File: src/rtl/ddr2_cmd_sched.sv
`default_nettype none
// ============================================================================
// Module   : ddr2_cmd_sched
// Brief    : Closed-page DDR2 x16 sequencer, one request at a time as
//            ACTIVATE -> READ/WRITE -> PRECHARGE with counter-timed gaps.
// Revision : 1.0  initial release
// ============================================================================
module ddr2_cmd_sched #(
  parameter int T_RCD  = 3,
  parameter int T_RP   = 3,
  parameter int T_WR   = 3,
  parameter int WL     = 2,
  parameter int RD_LAT = 8,
  parameter int BURST  = 4
) (
  input  logic        ck,
  input  logic        reset,
  input  logic        req_valid,
  output logic        req_ready,
  input  logic        req_write,
  input  logic [1:0]  req_bank,
  input  logic [12:0] req_row,
  input  logic [9:0]  req_col,
  input  logic [15:0] req_wdata,
  output logic        rsp_valid,
  output logic [15:0] rsp_rdata,
  output logic        cke,
  output logic        cs_n,
  output logic        ras_n,
  output logic        cas_n,
  output logic        we_n,
  output logic [1:0]  ba,
  output logic [12:0] addr,
  output logic [15:0] dq_out,
  output logic        dq_oe,
  output logic [1:0]  dqs_out,
  output logic        dqs_oe,
  input  logic [15:0] dq_in
);

  generate
    if (T_RCD < 1 || T_RCD > 15 || T_RP < 1 || T_RP > 15 || T_WR < 1 || T_WR > 15 ||
        WL < 1 || WL > 15 || RD_LAT < 1 || RD_LAT > 15 || BURST < 1 || BURST > 15) begin : g_param_check
      $error("ddr2_cmd_sched: timing parameters must lie in 1..15");
    end
  endgenerate

  localparam logic [3:0] C_CMD_DES = 4'b1111;
  localparam logic [3:0] C_CMD_NOP = 4'b0111;
  localparam logic [3:0] C_CMD_ACT = 4'b0011;
  localparam logic [3:0] C_CMD_RD  = 4'b0101;
  localparam logic [3:0] C_CMD_WR  = 4'b0100;
  localparam logic [3:0] C_CMD_PRE = 4'b0010;

  localparam logic [3:0] C_INIT_LD = 4'd2;
  localparam logic [3:0] C_TRCD_LD = 4'(T_RCD - 1);
  localparam logic [3:0] C_WL_LD   = 4'(WL);
  localparam logic [3:0] C_TWR_LD  = 4'(T_WR);
  localparam logic [3:0] C_RD_LD   = 4'(RD_LAT);
  localparam logic [3:0] C_BUS_LD  = 4'(BURST - 1);
  localparam logic [3:0] C_TRP_LD  = 4'(T_RP);

  typedef enum logic [3:0] {
    S_INIT    = 4'd0,
    S_IDLE    = 4'd1,
    S_ACT     = 4'd2,
    S_TRCD    = 4'd3,
    S_RW      = 4'd4,
    S_WR_PRE  = 4'd5,
    S_WR_DATA = 4'd6,
    S_WR_POST = 4'd7,
    S_TWR     = 4'd8,
    S_RD_WAIT = 4'd9,
    S_RD_BUS  = 4'd10,
    S_PRE     = 4'd11,
    S_TRP     = 4'd12
  } state_t;

  state_t      r_state, w_state_nxt;
  logic [3:0]  r_cnt, w_cnt_nxt;
  logic        w_last;
  logic        w_rd_capture;
  logic        r_write;
  logic [1:0]  r_bank;
  logic [9:0]  r_col;
  logic [15:0] r_wdata;
  logic [15:0] r_dq_neg;
  logic [3:0]  w_cmd;
  logic [1:0]  w_ba;
  logic [12:0] w_addr;

  // Wait states hold the remaining cycle count including the current one.
  assign w_last       = (r_cnt == 4'd1);
  assign w_rd_capture = (r_state == S_RD_WAIT) && w_last;

  always_comb begin
    w_state_nxt = r_state;
    w_cnt_nxt   = (r_cnt != 4'd0) ? r_cnt - 4'd1 : 4'd0;
    case (r_state)
      S_INIT:    if (r_cnt == 4'd0) w_state_nxt = S_IDLE;
      S_IDLE:    if (req_valid) w_state_nxt = S_ACT;
      S_ACT: begin
        if (T_RCD > 1) begin
          w_state_nxt = S_TRCD;
          w_cnt_nxt   = C_TRCD_LD;
        end else begin
          w_state_nxt = S_RW;
        end
      end
      S_TRCD:    if (w_last) w_state_nxt = S_RW;
      S_RW: begin
        w_state_nxt = r_write ? S_WR_PRE : S_RD_WAIT;
        w_cnt_nxt   = r_write ? C_WL_LD : C_RD_LD;
      end
      S_WR_PRE:  if (w_last) w_state_nxt = S_WR_DATA;
      S_WR_DATA: w_state_nxt = S_WR_POST;
      S_WR_POST: begin
        w_state_nxt = S_TWR;
        w_cnt_nxt   = C_TWR_LD;
      end
      S_TWR:     if (w_last) w_state_nxt = S_PRE;
      S_RD_WAIT: begin
        if (w_last) begin
          w_state_nxt = (BURST > 1) ? S_RD_BUS : S_PRE;
          w_cnt_nxt   = C_BUS_LD;
        end
      end
      S_RD_BUS:  if (w_last) w_state_nxt = S_PRE;
      S_PRE: begin
        w_state_nxt = S_TRP;
        w_cnt_nxt   = C_TRP_LD;
      end
      S_TRP:     if (w_last) w_state_nxt = S_IDLE;
      default:   w_state_nxt = S_INIT;
    endcase

    // Pads are registered, so they are decoded from the state being entered.
    w_cmd  = C_CMD_NOP;
    w_ba   = ba;
    w_addr = addr;
    case (w_state_nxt)
      S_INIT: w_cmd = C_CMD_DES;
      S_ACT: begin
        w_cmd  = C_CMD_ACT;
        w_ba   = req_bank;
        w_addr = req_row;
      end
      S_RW: begin
        w_cmd  = r_write ? C_CMD_WR : C_CMD_RD;
        w_ba   = r_bank;
        w_addr = {3'b000, r_col};
      end
      S_PRE: begin
        w_cmd  = C_CMD_PRE;
        w_ba   = r_bank;
        w_addr = 13'd0;
      end
      default: ;
    endcase
  end

  always_ff @(posedge ck or posedge reset) begin
    if (reset) begin
      r_state   <= S_INIT;
      r_cnt     <= C_INIT_LD;
      r_write   <= 1'b0;
      r_bank    <= 2'd0;
      r_col     <= 10'd0;
      r_wdata   <= 16'd0;
      cke       <= 1'b0;
      {cs_n, ras_n, cas_n, we_n} <= C_CMD_DES;
      ba        <= 2'd0;
      addr      <= 13'd0;
      req_ready <= 1'b0;
      dq_oe     <= 1'b0;
      dqs_oe    <= 1'b0;
      dq_out    <= 16'd0;
      dqs_out   <= 2'b00;
      rsp_valid <= 1'b0;
      rsp_rdata <= 16'd0;
    end else begin
      r_state <= w_state_nxt;
      r_cnt   <= w_cnt_nxt;
      if ((r_state == S_IDLE) && req_valid) begin
        r_write <= req_write;
        r_bank  <= req_bank;
        r_col   <= req_col;
        r_wdata <= req_wdata;
      end
      cke       <= 1'b1;
      {cs_n, ras_n, cas_n, we_n} <= w_cmd;
      ba        <= w_ba;
      addr      <= w_addr;
      req_ready <= (w_state_nxt == S_IDLE);
      dqs_oe    <= (w_state_nxt == S_WR_PRE) || (w_state_nxt == S_WR_DATA) ||
                   (w_state_nxt == S_WR_POST);
      dqs_out   <= (w_state_nxt == S_WR_DATA) ? 2'b11 : 2'b00;
      dq_oe     <= (w_state_nxt == S_WR_DATA) || (w_state_nxt == S_WR_POST);
      if (w_state_nxt == S_WR_DATA) dq_out <= r_wdata;
      rsp_valid <= w_rd_capture;
      if (w_rd_capture) rsp_rdata <= r_dq_neg;
    end
  end

  // First read beat is centred on the falling edge of the last RD_WAIT cycle.
  always_ff @(negedge ck or posedge reset) begin
    if (reset) begin
      r_dq_neg <= 16'd0;
    end else if (w_rd_capture) begin
      r_dq_neg <= dq_in;
    end
  end

endmodule
`default_nettype wire

File: config.mk
export PLATFORM = sky130hd
export DESIGN_NAME = ddr2_cmd_sched
export DESIGN_NICKNAME = d
export VERILOG_FILES = /design/src/rtl/ddr2_cmd_sched.sv
export SDC_FILE = /design/constraint.sdc
export NUM_CORES = 1
export LEC_CHECK = 0
export ABC_AREA = 0
export CORE_MARGIN = 3
export CORE_UTILIZATION = 44
export CTS_BUF_LIST = sky130_fd_sc_hd__clkbuf_16
export DETAILED_ROUTE_END_ITERATION = 16
export PLACE_DENSITY = 0.76
export SLEW_MARGIN = 20
export SYNTH_ARGS = -nofsm -noshare
export SYNTH_HDL_FRONTEND = slang
export SYNTH_SLANG_ARGS = --single-unit
export TNS_END_PERCENT = 30
File: constraint.sdc
create_clock -name ck -period 3.5 [get_ports ck]
set_input_delay 0.7 -clock ck [delete_from_list [all_inputs] [get_ports ck]]
set_output_delay 0.7 -clock ck [all_outputs]
set_load 0.05 [all_outputs]
==> out/results.tsv, run 1 <==
metric	value	unit
crit path setup slack, layout	0.121	ns
Yosys top cell area share	48.4	%
critical path data required time	1.95	ns
chip height	108	µm
Area contributors post-synth	dfrtp_1, mux2_2, nand2_1	
antenna violations before repair	0	
Post-CTS Resized	0	
latest clock arrival within the worst-skew pair	0.35	ns
drt total wl	10200	µm
Post-synth EDFFs	0	
Hold Vio Cnt, Final	0	
Final setup viols	0	
GR Overflow Total	0	
DIE AREA	11700	µm²
DRT Pass-1 Iters	4	
PwrDens	371	nW/µm²
HPWL Detailed	7240	µm
Max clock buf depth	2	
register bit total from synthesis	110	
Nets	594	
Final Instance Count excl. Fillers	671	
H-tree depth	3	
Setup Skew	0.00980	ns
async set-reset flop share out of synthesis	100	%
max_cap viols	0	
Clk pin slew, worst setup/hold paths	0.06	ns
Synth Area in Simple Gates	15.5	%
dpl cells	655	
Max-slew headroom	40.8	%
Worst-Margin Slew	0.881	ns
Synth area leader	dfrtp_1	
post-route ant nets	0	
largest net degree at the start of global routing	82	
routability cong.	0.829	
Total GRT Usage	18.4	%
worst-path fanout max	32	
DRT iter0 DRCs	241	
# rows	36	
FF-to-FF setup slack	0.12	ns
DRC	0	
startpoint types	flop	
reg2reg start	r_cnt[1]	
Netlist cell types	49	
Critical Path Source	r_cnt[1]	
Buffers on Ports	118	
register area share after synthesis	59.9	%
WP data arrival	1.83	ns
Seq. cell area	2760	µm²
Max Slew Vio Count	0	
post-route cell area	6230	µm²
YS warnings	0	
ys flop type	dfrtp_1	
CP Class	flop to flop	
vias in the first global route	3547	
first-pass GRT wire length	17000	µm
Final Power	2.31	mW
starting density of the core	46.2	%
RSZ-0062 raised after global routing	false	
Syn-to-layout area delta	35.3	%
Inserted Diodes	0	
Place WS	0.122	ns
worst vdd ir	0.000219	V
fillers	808	
Root Buffer	clkbuf_16	
mean post-synth cell area	11.1	µm²
Core Footprint	9950	µm²
Final Core Density	62.5	%
Leakage	2.92	nW
status	finished clean	
Vias/cell	5.15	
Compound-Gate Fraction of Synth Area	8.64	%
Post-DP Area	5950	µm²
cts hold-fix bufs	0	
XOR/XNOR Fraction of Synth Area	0.190	%
multiplexer share of the synthesized area	12.1	%
largest family of logic cells by synthesized area	simple AND/OR/NAND/NOR gates	
adder-cell area share of the yosys netlist	0	%
layout cells sized above 1	17.3	%
vias after detailed routing	3455	
Synth Instances	414	
WL/cell	15.3	µm
CTS sink cnt	110	
min-delay src	r_dq_neg[2]	
io pins	119	
CP endpoint kind	flop	
TritonCTS clock tree	built	
synthesized area	4600	µm²
DIE WIDTH	108	µm
Mapped Nets	475	
area of the multi-input gates	1690	µm²
post-CTS setup buffer count	0	
CTS Buf Count	9	
Worst Hold Class	flop to flop	
==> sequential cells by signal, summed over array words and instances, names as in the netlist, 2 cells and up <==
register   cells
addr          13
ba             2
dq_out        16
r_bank         2
r_cnt          4
r_col         10
r_dq_neg      16
r_state        4
r_wdata       16
rsp_rdata     16
==> synthesized netlist by cell type, types with 4 or more instances <==
cell type  instances
a21oi_1            8
a2bb2oi_1         13
buf_4              4
buf_6              4
clkbuf_1          11
dfrtn_1           16
dfrtp_1           89
dfstp_2            5
inv_1              5
mux2_2            45
mux2i_1            5
nand2_1          117
nand3_1            5
nor2_1            15
nor2b_1            4
o21ai_0           21
==> final timing paths <==
check	end	cells past startpoint
min in group asynchronous	rsp_rdata[3]	2
setup reg to reg	r_dq_neg[10]	7
setup / recovery	r_dq_neg[10]	7
hold / removal	r_dq_neg[2]	2
max in group asynchronous	r_dq_neg[15]	2
hold reg to reg	r_dq_neg[2]	2
==> through the flow <==
step | TNS, ns | hold WS [ns]
finish | 0 | 0.421
global placement | 0 | 0.420
CTS | 0 | 0.424
detailed placement | 0 | 0.423
floorplan | -2.81 | 0.406
global route | 0 | 0.454
==> cells by family after synthesis <==
kind of cell,Yosys count
and+or+nand+nor,163
muxes,50
other,1
AOI/OAI and AO/OA,59
DFF,110
buffers and inverters,30
xor gates and xnor gates,1
==> final cells by class <==
| type | instances | area share, % |
|---|---|---|
| well taps | 133 | 2.67 |
| clock inverters | 7 | 0.804 |
| inverters | 5 | 0.362 |
| clock buffers | 9 | 3.62 |
| flip-flops and latches | 110 | 44.3 |
| repair buffers | 133 | 21.0 |
| multi-input cells | 274 | 27.2 |
==> report_power, final <==
group | internal [mW] | switching [mW]
Clock | 0.487 | 0.452
Sequential | 1.27 | 0.000129
Combinational | 0.0624 | 0.0376
==> critical path: stages, from the launching register on <==
cell and delay (ns):
dfstp_2 0.58, nor4b_2 0.07, nand3_1 0.09, buf_4 0.27, inv_1 0.13, buf_12 0.18, nand2_1 0.08, nand2_1 0.05
==> per-layer routing <==
metal	track usage, %	routed length (µm)
met5	0	0
met4	5.86	147
met3	4.90	696
met2	29.6	4820
met1	24.4	4580
==> placed cells by master, fill, tap and decap left out, types with 2 or more instances in the layout <==
| master | instances |
|---|---|
| inv_1 | 6 |
| dfrtn_1 | 16 |
| dfrtp_1 | 89 |
| o211ai_1 | 3 |
| a21oi_1 | 8 |
| o31ai_1 | 2 |
| nand2b_1 | 2 |
| nor3_1 | 2 |
| nor2_1 | 15 |
| a2bb2oi_1 | 13 |
| dfstp_2 | 5 |
| mux2_2 | 45 |
| o21ai_0 | 21 |
| clkbuf_16 | 9 |
| clkdlybuf4s50_1 | 118 |
| and2b_1 | 2 |
| or2_2 | 3 |
| nand3b_1 | 2 |
| clkinv_4 | 2 |
| mux2i_1 | 5 |
| o21a_1 | 3 |
| nor2b_1 | 4 |
| buf_4 | 13 |
| nand3_1 | 4 |
| nand2_1 | 117 |
(Power assumes the default switching activity.)
==> inputs of run 2 (changes only) <==
CTS_CLUSTER_SIZE = 14   (was not set)
HOLD_SLACK_MARGIN = 0.03   (was not set)
==> results of run 2 <==
No change in the layout: final DEF, timing and power equal those of run 1.
==> inputs of run 3 (changes only) <==
CTS_CLUSTER_DIAMETER = 150   (was not set)
==> results of run 3 <==
No change in the layout: final DEF, timing and power equal those of run 1.
